==> src/rtl/im_pkg.sv <==
// Shared instruction-memory definitions: loader state encoding, memory
// geometry and the byte-address to word-index shift (also used for PC>>2).
package im_pkg;

    localparam int unsigned IM_DEPTH      = 256;
    localparam int unsigned IM_ADDR_SHIFT = 2;
    localparam int unsigned IM_WORD_W     = 32;
    localparam int unsigned IM_BYTE_W     = 8;
    localparam int unsigned IM_COUNT_W    = 16;

    typedef enum logic [2:0] {
        IDLE = 3'd0,
        HDR0 = 3'd1,
        HDR1 = 3'd2,
        DATA = 3'd3,
        DONE = 3'd4,
        ERR  = 3'd5
    } im_state_e;

endpackage

==> src/rtl/im_loader_if.sv <==
// Byte-stream handshake plus instruction-memory write port of the loader.
//   rx_valid/rx_data : byte source -> loader
//   rx_ready         : loader accepts a byte this cycle
//   im_we/im_addr/im_wdata : loader -> instruction memory write port
// slave  = loader side, master = host/memory side.
interface im_loader_if;
    import im_pkg::*;

    logic                 rx_valid;
    logic [IM_BYTE_W-1:0] rx_data;
    logic                 rx_ready;
    logic                 im_we;
    logic [IM_WORD_W-1:0] im_addr;
    logic [IM_WORD_W-1:0] im_wdata;

    modport slave (
        input  rx_valid, rx_data,
        output rx_ready, im_we, im_addr, im_wdata
    );

    modport master (
        output rx_valid, rx_data,
        input  rx_ready, im_we, im_addr, im_wdata
    );

endinterface

==> src/rtl/im_word_assembler.sv <==
// Big-endian byte-to-word assembler.
//   clk, rst_n     : clock, async active-low reset
//   clr            : synchronous clear of shift register and byte index
//   byte_valid     : accepted byte this cycle
//   byte_data      : the accepted byte
//   word_valid_c   : this byte completes a word (4th byte)
//   word_c         : completed word, valid with word_valid_c
module im_word_assembler
    import im_pkg::*;
(
    input  logic                 clk,
    input  logic                 rst_n,
    input  logic                 clr,
    input  logic                 byte_valid,
    input  logic [IM_BYTE_W-1:0] byte_data,
    output logic                 word_valid_c,
    output logic [IM_WORD_W-1:0] word_c
);

    localparam int unsigned SHIFT_W = IM_WORD_W - IM_BYTE_W;

    logic [SHIFT_W-1:0] shift_q;
    logic [1:0]         byte_idx_q;

    // Only the three older bytes are stored; the 4th comes straight from the input.
    always_ff @(posedge clk or negedge rst_n) begin
        if (!rst_n) begin
            shift_q    <= '0;
            byte_idx_q <= 2'd0;
        end else if (clr) begin
            shift_q    <= '0;
            byte_idx_q <= 2'd0;
        end else if (byte_valid) begin
            shift_q    <= {shift_q[SHIFT_W-IM_BYTE_W-1:0], byte_data};
            byte_idx_q <= byte_idx_q + 2'd1;
        end
    end

    assign word_valid_c = byte_valid && (byte_idx_q == 2'd3);
    assign word_c       = {shift_q, byte_data};

endmodule

==> src/rtl/im_loader.sv <==
// Boot-time instruction memory loader: takes a 16-bit big-endian word count
// followed by big-endian 32-bit words, writes them sequentially from
// BASE_ADDR, and holds the CPU in reset until the image is in memory.
//   clk, rst_n : clock, async active-low reset
//   start      : one-cycle pulse, starts a load from IDLE/DONE/ERR
//   bus        : byte stream in, instruction memory write port out
//   cpu_hold   : CPU reset hold, released when a load completes
//   done       : level, last load completed
//   err        : level, header count exceeded DEPTH
module im_loader
    import im_pkg::*;
#(
    parameter int unsigned    DEPTH     = IM_DEPTH,
    parameter logic [31:0]    BASE_ADDR = 32'h0000_0000
)
(
    input  logic         clk,
    input  logic         rst_n,
    input  logic         start,
    im_loader_if.slave   bus,
    output logic         cpu_hold,
    output logic         done,
    output logic         err
);

    localparam int unsigned IDX_W = $clog2(DEPTH + 1);

    im_state_e             state_q;
    logic [IM_COUNT_W-1:0] count_q;
    logic [IDX_W-1:0]      idx_q;

    logic                  xfer_c;
    logic [IM_COUNT_W-1:0] hdr_count_c;
    logic [IDX_W-1:0]      idx_inc_c;
    logic                  word_valid_c;
    logic [IM_WORD_W-1:0]  word_c;

    assign bus.rx_ready = (state_q == HDR0) || (state_q == HDR1) || (state_q == DATA);
    assign xfer_c       = bus.rx_valid && bus.rx_ready;
    assign hdr_count_c  = {count_q[IM_COUNT_W-1:IM_BYTE_W], bus.rx_data};
    assign idx_inc_c    = idx_q + IDX_W'(1);

    // Byte assembly is only meaningful in DATA; any other state restarts it.
    im_word_assembler u_asm (
        .clk          (clk),
        .rst_n        (rst_n),
        .clr          (state_q != DATA),
        .byte_valid   (xfer_c && (state_q == DATA)),
        .byte_data    (bus.rx_data),
        .word_valid_c (word_valid_c),
        .word_c       (word_c)
    );

    // Load sequencer with registered write port and status outputs.
    always_ff @(posedge clk or negedge rst_n) begin
        if (!rst_n) begin
            state_q      <= IDLE;
            count_q      <= '0;
            idx_q        <= '0;
            bus.im_we    <= 1'b0;
            bus.im_addr  <= BASE_ADDR;
            bus.im_wdata <= '0;
            cpu_hold     <= 1'b1;
            done         <= 1'b0;
            err          <= 1'b0;
        end else begin
            bus.im_we <= 1'b0;
            case (state_q)
                IDLE: begin
                    if (start) begin
                        state_q <= HDR0;
                    end
                end
                HDR0: begin
                    if (xfer_c) begin
                        count_q[IM_COUNT_W-1:IM_BYTE_W] <= bus.rx_data;
                        state_q <= HDR1;
                    end
                end
                HDR1: begin
                    if (xfer_c) begin
                        count_q[IM_BYTE_W-1:0] <= bus.rx_data;
                        idx_q                  <= '0;
                        if (32'(hdr_count_c) > 32'(DEPTH)) begin
                            state_q <= ERR;
                            err     <= 1'b1;
                        end else if (hdr_count_c == '0) begin
                            state_q  <= DONE;
                            done     <= 1'b1;
                            cpu_hold <= 1'b0;
                        end else begin
                            state_q <= DATA;
                        end
                    end
                end
                DATA: begin
                    if (word_valid_c) begin
                        bus.im_we    <= 1'b1;
                        bus.im_addr  <= BASE_ADDR + (32'(idx_q) << IM_ADDR_SHIFT);
                        bus.im_wdata <= word_c;
                        idx_q        <= idx_inc_c;
                        // Release the CPU together with the last write pulse.
                        if (32'(idx_inc_c) == 32'(count_q)) begin
                            state_q  <= DONE;
                            done     <= 1'b1;
                            cpu_hold <= 1'b0;
                        end
                    end
                end
                DONE, ERR: begin
                    if (start) begin
                        state_q  <= HDR0;
                        done     <= 1'b0;
                        err      <= 1'b0;
                        cpu_hold <= 1'b1;
                    end
                end
                default: begin
                    state_q <= IDLE;
                end
            endcase
        end
    end

endmodule

==> src/flat_wrapper.sv <==
// flat-port wrapper written by rule: the top's interface ports become plain ports
module im_loader_flat import im_pkg::*;
#(
    parameter int unsigned    DEPTH     = IM_DEPTH,
    parameter logic [31:0]    BASE_ADDR = 32'h0000_0000
)
  (clk, rst_n, start, cpu_hold, done, err, bus_rx_valid, bus_rx_data, bus_rx_ready, bus_im_we, bus_im_addr, bus_im_wdata);
  im_loader_if bus_i ();
  input  logic clk;
  input  logic rst_n;
  input  logic start;
  output logic cpu_hold;
  output logic done;
  output logic err;
  input wire logic [$bits(bus_i.rx_valid)-1:0] bus_rx_valid;
  input wire logic [$bits(bus_i.rx_data)-1:0] bus_rx_data;
  output wire logic [$bits(bus_i.rx_ready)-1:0] bus_rx_ready;
  output wire logic [$bits(bus_i.im_we)-1:0] bus_im_we;
  output wire logic [$bits(bus_i.im_addr)-1:0] bus_im_addr;
  output wire logic [$bits(bus_i.im_wdata)-1:0] bus_im_wdata;
  assign bus_i.rx_valid = bus_rx_valid;
  assign bus_i.rx_data = bus_rx_data;
  assign bus_rx_ready = bus_i.rx_ready;
  assign bus_im_we = bus_i.im_we;
  assign bus_im_addr = bus_i.im_addr;
  assign bus_im_wdata = bus_i.im_wdata;
  im_loader #(.DEPTH(DEPTH), .BASE_ADDR(BASE_ADDR)) u_core (.clk(clk), .rst_n(rst_n), .start(start), .bus(bus_i), .cpu_hold(cpu_hold), .done(done), .err(err));
endmodule
==> config.mk <==
export PLATFORM = sky130hd
export DESIGN_NAME = im_loader_flat
export DESIGN_NICKNAME = d
export VERILOG_FILES = /design/src/rtl/im_pkg.sv /design/src/rtl/im_loader_if.sv /design/src/rtl/im_word_assembler.sv /design/src/rtl/im_loader.sv /design/src/flat_wrapper.sv
export SDC_FILE = /design/constraint.sdc
export NUM_CORES = 1
export LEC_CHECK = 0
export ABC_CLOCK_PERIOD_IN_PS = 3300
export CAP_MARGIN = 20
export CORE_ASPECT_RATIO = 1.25
export CORE_UTILIZATION = 49
export CTS_CLUSTER_DIAMETER = 120
export CTS_CLUSTER_SIZE = 10
export DETAILED_ROUTE_END_ITERATION = 10
export DONT_BUFFER_PORTS = 1
export PLACE_DENSITY = 0.71
export SLEW_MARGIN = 20
export SYNTH_ARGS = -nofsm -noshare
export SYNTH_HDL_FRONTEND = slang
export SYNTH_SLANG_ARGS = --single-unit
==> constraint.sdc <==
create_clock -name clk -period 3.3 [get_ports clk]
set_input_delay 0.33 -clock clk [delete_from_list [all_inputs] [get_ports clk]]
set_output_delay 0.33 -clock clk [all_outputs]
set_load 0.02 [all_outputs]
Word level (Yosys, flattened, before mapping)
Cells that the tools add are included.
{"block": "totals", "wordCells": 86, "input_bits": 12, "output_inout_bits": 69, "reg_bits": 99}
{"block": "classes", "eq_ne": 17, "n_mux": 34, "reduce_logical": 20, "n_lt_le_gt_ge": 1, "add_sub_neg": 2}
{"operator": "$mux W24", "count": 2}
{"operator": "$mux W3", "count": 7}
{"operator": "$mux W9", "count": 2}
{"operator": "$pmux W9 S2", "count": 1}
{"operator": "$eq A9 B16 Y1", "count": 1}
{"operator": "$gt A16 B9 Y1 const B", "count": 1}
{"operator": "$logic_not A16 Y1", "count": 1}
{"operator": "$mux W1", "count": 16}
{"operator": "$ne A2 B2 Y1 const B", "count": 6}
{"operator": "$pmux W3 S4", "count": 1}
{"operator": "$add A9 B1 Y9 const B", "count": 1}
{"operator": "$reduce_and A7 Y1", "count": 1}
{"operator": "$eq A3 B2 Y1 const B", "count": 2}
{"operator": "$eq A3 B3 Y1 const B", "count": 2}
{"operator": "$ne A2 B1 Y1 const B", "count": 3}
{"operator": "$pmux W1 S3", "count": 2}
{"operator": "$reduce_and A2 Y1", "count": 3}
{"operator": "$reduce_bool A2 Y1", "count": 3}
{"operator": "$reduce_and A5 Y1", "count": 1}
{"operator": "$mux W2", "count": 2}
{"operator": "$reduce_and A4 Y1", "count": 1}
{"operator": "$eq A3 B1 Y1 const B", "count": 1}
{"operator": "$logic_and A1 B1 Y1", "count": 3}
{"operator": "$logic_not A3 Y1", "count": 1}
{"operator": "9 further kinds", "count": 10}

Logic depth before layout (Yosys ltp)
{"block": "logic_depth", "ltp_word": 8, "ltp_mapped": 8, "ltp_nobuf": 7}

Cells and area by module
A second synthesis with hierarchy kept.
{"block": "hier_totals", "cells_unflattened": 460, "hier_area_um2": 4630.7}
{"mod": "im_loader", "cells_each": 366, "n_inst": 1, "area_each_um2": 3477.1, "seq_area_each_um2": 1828.0}
{"mod": "im_word_assembler", "cells_each": 94, "n_inst": 1, "area_each_um2": 1153.6, "seq_area_each_um2": 650.6}

Worst setup path after synthesis
Ideal clock, no wire load.
{"block": "synth_path", "kind": "register to register", "from": "register u_core.count_q[12]", "to": "register u_core.state_q[0]", "path_stages_with_launch": 7, "setup_time_ns": 0.151, "synth_period_minus_slack_ns": 1.944, "arrival_ns": 1.793, "path_buffers": 0, "path_slack_ns": 1.356, "required_ns": 3.149, "cell_sequence": "dfrtp_1 -> or4_4 -> nor4_4 -> o2111ai_1 -> a211o_1 -> nor3_2 -> a2111oi_0"}
{"block": "synth_between", "elab_chain_len": 5, "word_cells_on_any_way": 9, "classes_between": "1 x order compare; 2 x eq/ne; 4 x mux; 2 x reduce/logical"}
{"element": "start: declaration", "line": "im_loader.sv:29", "rtl": "logic [IM_COUNT_W-1:0] count_q;"}
{"element": "start signal: indexed assignment", "line": "im_loader.sv:76", "rtl": "count_q[IM_COUNT_W-1:IM_BYTE_W] <= bus.rx_data;"}
{"element": "start signal: indexed assignment", "line": "im_loader.sv:82", "rtl": "count_q[IM_BYTE_W-1:0] <= bus.rx_data;"}
{"element": "branches (longest 5 deep; another with $gt A16 B9 Y1)"}
{"element": "end signal: assignment", "line": "im_loader.sv:71", "rtl": "state_q <= HDR0;"}
{"element": "end signal: assignment", "line": "im_loader.sv:85", "rtl": "state_q <= ERR;"}
{"element": "end signal: assignment", "line": "im_loader.sv:88", "rtl": "state_q <= DONE;"}
{"element": "end: declaration", "line": "im_loader.sv:28", "rtl": "im_state_e state_q;"}
Parallel ways; which one is timed is not known. The select of a mux whose other input is x is not followed.
A chain may end at the register's enable or synchronous reset.

Worst setup path in the final report
Same ends and word-level chain as after synthesis.

==> report_table.html <==
<table>
<tr><th>Metric</th><th>Value</th></tr>
<tr><th colspan="2">Status</th></tr>
<tr><td>Status</td><td>finished, final reports clean</td></tr>
<tr><th colspan="2">Synthesis</th></tr>
<tr><td>Fraction of the yosys area taken by sequential cells</td><td>0.554</td></tr>
<tr><td>Main synth FF type</td><td>sky130_fd_sc_hd__dfrtp_1</td></tr>
<tr><td>Synthesized netlist cell count</td><td>454</td></tr>
<tr><td>Average size of a mapped cell</td><td>a little under 10 µm²</td></tr>
<tr><td>Number of synthesized flops with an enable pin</td><td>0</td></tr>
<tr><td>Area fraction of the dominant cell type after synthesis</td><td>0.548</td></tr>
<tr><td>Cell area after technology mapping</td><td>approximately 4500 µm²</td></tr>
<tr><td>Share of flip-flops with an asynchronous set or reset after synthesis</td><td>1.00</td></tr>
<tr><td>Cell type contributing the most total cell area after synthesis</td><td>sky130_fd_sc_hd__dfrtp_1</td></tr>
<tr><td>Main area contributors after synthesis</td><td>sky130_fd_sc_hd__dfrtp_1 55%, sky130_fd_sc_hd__nand2_1 11%, sky130_fd_sc_hd__mux2i_1 5.6%, sky130_fd_sc_hd__mux2_2 4.0%, sky130_fd_sc_hd__buf_4 3.9%</td></tr>
<tr><td>Number of warning messages in the yosys log</td><td>0</td></tr>
<tr><td>Count of cell types in the netlist</td><td>48</td></tr>
<tr><td>FF+latch count, synth</td><td>99</td></tr>
<tr><th colspan="2">Timing</th></tr>
<tr><td>Final worst-path setup slack</td><td>~1.1 ns</td></tr>
<tr><td>Worst-case headroom to the max-slew limit</td><td>0.572</td></tr>
<tr><td>Final clock period utilization by the worst path</td><td>0.653</td></tr>
<tr><td>Worst-margin pin slew</td><td>0.640 ns</td></tr>
<tr><td>Final clock skew</td><td>approximately 0.011 ns</td></tr>
<tr><td>Peak Freq</td><td>about 460 MHz</td></tr>
<tr><td>Fin Setup TNS</td><td>0 ns</td></tr>
<tr><td>Setup repair after global routing missed its margin</td><td>no</td></tr>
<tr><td>Number of max-slew violations in the final report</td><td>0</td></tr>
<tr><td>Final Critical Period</td><td>2.15 ns</td></tr>
<tr><td>Setup-failing EPs final</td><td>0</td></tr>
<tr><td>Number of hold violations in the final report</td><td>0</td></tr>
<tr><th colspan="2">Clock tree</th></tr>
<tr><td>Count of cells resized by post-cts repair</td><td>0</td></tr>
<tr><td>Number of buffers inserted during clock tree synthesis</td><td>9</td></tr>
<tr><td>Clock tree root buffer cell</td><td>sky130_fd_sc_hd__clkbuf_8</td></tr>
<tr><td>Maximum buffer depth of the clock tree</td><td>2</td></tr>
<tr><td>Clock tree from TritonCTS</td><td>done</td></tr>
<tr><td>TritonCTS Sinks</td><td>99</td></tr>
<tr><td>Clock insertion delay at the later pin of the skew report</td><td>between 0.3 and 0.4 ns</td></tr>
<tr><td>Clock-pin slew on the worst setup and hold paths</td><td>around 0.090 ns</td></tr>
<tr><td>Number of H-tree branching levels</td><td>3</td></tr>
<tr><th colspan="2">Critical path</th></tr>
<tr><td>WS Path Type</td><td>flop to flop</td></tr>
<tr><td>R2R setup slack</td><td>1.15 ns</td></tr>
<tr><td>Setup crit start kind</td><td>flop</td></tr>
<tr><td>Destination of the worst register-to-register timing path</td><td>u_core.state_q[0]</td></tr>
<tr><td>Path depth of the worst reg2reg path</td><td>6</td></tr>
<tr><td>Kind of end point of the critical path</td><td>flop</td></tr>
<tr><td>Crit Path Max Fanout</td><td>6</td></tr>
<tr><td>Data arrival time at the worst-slack endpoint</td><td>about 2.4 ns</td></tr>
<tr><td>R2r startpoint</td><td>u_core.count_q[12]</td></tr>
<tr><td>Required time of the critical path</td><td>between 3 and 4 ns</td></tr>
<tr><th colspan="2">Layout</th></tr>
<tr><td>Share of the core filled with cells in the final layout</td><td>0.535</td></tr>
<tr><td>Area overhead of the layout relative to synthesis</td><td>4.67%</td></tr>
<tr><td>Fin nets</td><td>459</td></tr>
<tr><td>Proportion of layout cells with a drive suffix above 1</td><td>0.0978</td></tr>
<tr><td>Antenna diode count</td><td>0</td></tr>
<tr><th colspan="2">Hold path</th></tr>
<tr><td>Worst hold path endpoint</td><td>u_core.bus.im_wdata[1]</td></tr>
<tr><td>Startpoint of the tightest hold check path</td><td>bus_rx_data[1]</td></tr>
<tr><td>Worst hold path cell count</td><td>2</td></tr>
<tr><td>Type of the tightest min-delay check</td><td>primary input to flop</td></tr>
<tr><th colspan="2">Floorplan</th></tr>
<tr><td>Die boundary width</td><td>between 80 and 90 µm</td></tr>
<tr><td>Row count</td><td>38</td></tr>
<tr><td>Placeable core region</td><td>a little under 9000 µm²</td></tr>
<tr><td>Io pins</td><td>roughly 80</td></tr>
<tr><td>Initial Utilization</td><td>0.511</td></tr>
<tr><td>Area of the die</td><td>between 9000 and 10,000 µm²</td></tr>
<tr><td>Height of the die</td><td>109 µm</td></tr>
<tr><th colspan="2">Detailed routing</th></tr>
<tr><td>Overall via count from detail_route</td><td>a little under 3,000</td></tr>
<tr><td>Final Routed Wirelength</td><td>around 8900 µm</td></tr>
<tr><td>First-pass iteration count of the detailed router</td><td>5</td></tr>
<tr><td>Detailed Route Iter0 Violations</td><td>between 100 and 150</td></tr>
<tr><td>Residual DRC</td><td>0</td></tr>
<tr><td>Via density per instance</td><td>between 5 and 6</td></tr>
<tr><td>Post-detailed-route count of antenna-violating nets</td><td>0</td></tr>
<tr><td>Wire length per cell</td><td>roughly 16 µm</td></tr>
<tr><th colspan="2">Placed design</th></tr>
<tr><td>Worst slack at placement</td><td>1.16 ns</td></tr>
<tr><td>Final weighted congestion of routability-driven global placement</td><td>about 0.84</td></tr>
<tr><td>Buffers added on ports</td><td>0</td></tr>
<tr><td>HPWL after DPL</td><td>5930 µm</td></tr>
<tr><th colspan="2">Power</th></tr>
<tr><td>Total power density per cell area</td><td>680 nW/µm²</td></tr>
<tr><td>P_leak</td><td>roughly 2.4 nW</td></tr>
<tr><td>VDD IR max</td><td>approximately 0.00034 V</td></tr>
<tr><td>Pwr Total</td><td>0.00318 W</td></tr>
<tr><th colspan="2">GRT</th></tr>
<tr><td>Global-route wire length before repair</td><td>around 15,000 µm</td></tr>
<tr><td>GRT Overall Usage</td><td>0.205</td></tr>
<tr><td>Antenna violations before repair</td><td>0</td></tr>
<tr><td>Number of global-route vias before repair</td><td>2,866</td></tr>
<tr><td>Leftover overflow at the end of global routing</td><td>0</td></tr>
<tr><td>Largest net degree at the start of global routing</td><td>100</td></tr>
<tr><th colspan="2">Flow run</th></tr>
<tr><td>Max capacitance violation total</td><td>0</td></tr>
</table>
==> stage by stage <==
step                      hold slack, ns  instance area [µm²]  std cells
after CTS                         0.0537                 4680        570
after detailed placement          0.0372                 4460        552
after global routing              0.0660                 4680        570
final                             0.0690                 4680        570
after floorplan                   0.0344                 4560        476
after global placement            0.0374                 4460        552
==> cells in the final DEF (no fill, tap or decap), types with 3 or more instances in the layout <==
| master | count |
|---|---|
| sky130_fd_sc_hd__nor3_1 | 3 |
| sky130_fd_sc_hd__buf_4 | 3 |
| sky130_fd_sc_hd__inv_1 | 3 |
| sky130_fd_sc_hd__nand2_1 | 132 |
| sky130_fd_sc_hd__nor2_1 | 40 |
| sky130_fd_sc_hd__nand3_1 | 9 |
| sky130_fd_sc_hd__conb_1 | 23 |
| sky130_fd_sc_hd__mux2_2 | 16 |
| sky130_fd_sc_hd__clkinv_2 | 4 |
| sky130_fd_sc_hd__and3_1 | 5 |
| sky130_fd_sc_hd__a21oi_1 | 10 |
| sky130_fd_sc_hd__o21ai_0 | 15 |
| sky130_fd_sc_hd__xnor2_1 | 8 |
| sky130_fd_sc_hd__dfrtp_1 | 98 |
| sky130_fd_sc_hd__xor2_1 | 5 |
| sky130_fd_sc_hd__mux2i_1 | 25 |
| sky130_fd_sc_hd__clkbuf_8 | 11 |
==> state kept, by name, indices dropped and copies added, names as in the netlist <==
signal and flops:
u_core.bus.im_addr 9, u_core.bus.im_wdata 32, u_core.bus.im_we 1, u_core.count_q 16
u_core.cpu_hold 1, u_core.done 1, u_core.err 1, u_core.idx_q 9
u_core.state_q 3, u_core.u_asm.byte_idx_q 2, u_core.u_asm.shift_q 24
==> worst max-delay path, stage by stage (launching register included) <==
cell,delay [ns]
sky130_fd_sc_hd__dfrtp_1,0.39
sky130_fd_sc_hd__or4_4,0.55
sky130_fd_sc_hd__nor4_4,0.27
sky130_fd_sc_hd__o2111ai_1,0.17
sky130_fd_sc_hd__a211o_1,0.29
sky130_fd_sc_hd__nor3_2,0.23
sky130_fd_sc_hd__a2111oi_0,0.11
==> cell usage after synthesis (2+ instances only) <==
cell type / count
sky130_fd_sc_hd__buf_4: 23
sky130_fd_sc_hd__nor2b_1: 2
sky130_fd_sc_hd__ha_1: 2
sky130_fd_sc_hd__clkbuf_1: 11
sky130_fd_sc_hd__dfrtp_1: 98
sky130_fd_sc_hd__buf_2: 5
sky130_fd_sc_hd__nor2_1: 40
sky130_fd_sc_hd__mux2_2: 16
sky130_fd_sc_hd__xnor2_1: 8
sky130_fd_sc_hd__inv_1: 3
sky130_fd_sc_hd__mux2i_1: 25
sky130_fd_sc_hd__and3_1: 5
sky130_fd_sc_hd__o21a_1: 2
sky130_fd_sc_hd__nand3_1: 10
sky130_fd_sc_hd__a31oi_1: 2
sky130_fd_sc_hd__o21ai_0: 15
sky130_fd_sc_hd__a21oi_1: 10
sky130_fd_sc_hd__nand2_1: 133
sky130_fd_sc_hd__nor3_1: 3
sky130_fd_sc_hd__buf_1: 7
sky130_fd_sc_hd__a211o_1: 2
sky130_fd_sc_hd__nor4_1: 2
sky130_fd_sc_hd__xor2_1: 5
==> report_power, final <==
group          internal, W  leakage, nW  total, W  switching [W]
Combinational     0.000331        0.944  0.000719       0.000388
Clock             0.000310       0.0949  0.000710       0.000400
Sequential         0.00145         1.33   0.00176       0.000303
Total              0.00209         2.37   0.00318        0.00109
==> timing repair <==
action | 4_1_cts | 5_1_grt
hold buffers | 2 | 0
buffers inserted | 0 | 0
hold endpoints to repair | 99 | 0
==> final cells by class <==
class,instances,area [µm²]
fill,843,4070
sequential,99,2480
multi-input combinational,327,1800
clock buffer,11,151
tap,120,150
timing repair buffer,5,60.1
clock inverter,5,27.5
inverter,3,11.3
==> routing by layer <==
metal / track usage / part of all wire
met3: 0.0333 / 0.034
met1: 0.253 / 0.43
met5: 0 / 0
met2: 0.342 / 0.51
met4: 0.115 / 0.029
==> cells by family (layout without fill, tap and decap cells) <==
family	count (synthesis)	after routing	share of synthesized area
XOR/XNOR	13	13	0.0254
AND/OR/NAND/NOR	206	206	0.196
AO/OA/AOI/OAI	42	42	0.0590
buffers and inverters	50	24	0.0629
other	1	23	0.000838
adder cells (fa/ha/maj)	2	2	0.00559
multiplexers	41	41	0.0962
flip-flops	99	99	0.554
==> worst max path at each step <==
stage	startpoint	slack [ns]	to	cells past startpoint
2_1_floorplan	u_core.count_q[12]	1.36	u_core.state_q[0]	6
3_3_place_gp	u_core.count_q[12]	1.21	u_core.state_q[0]	6
3_5_place_dp	u_core.count_q[12]	1.16	u_core.state_q[0]	6
4_1_cts	u_core.count_q[12]	1.15	u_core.state_q[0]	6
5_1_grt	u_core.idx_q[0]	0.92	u_core.state_q[0]	7
6_report	u_core.count_q[12]	1.15	u_core.state_q[0]	6
No activity file was read; power rests on OpenSTA's default activity.
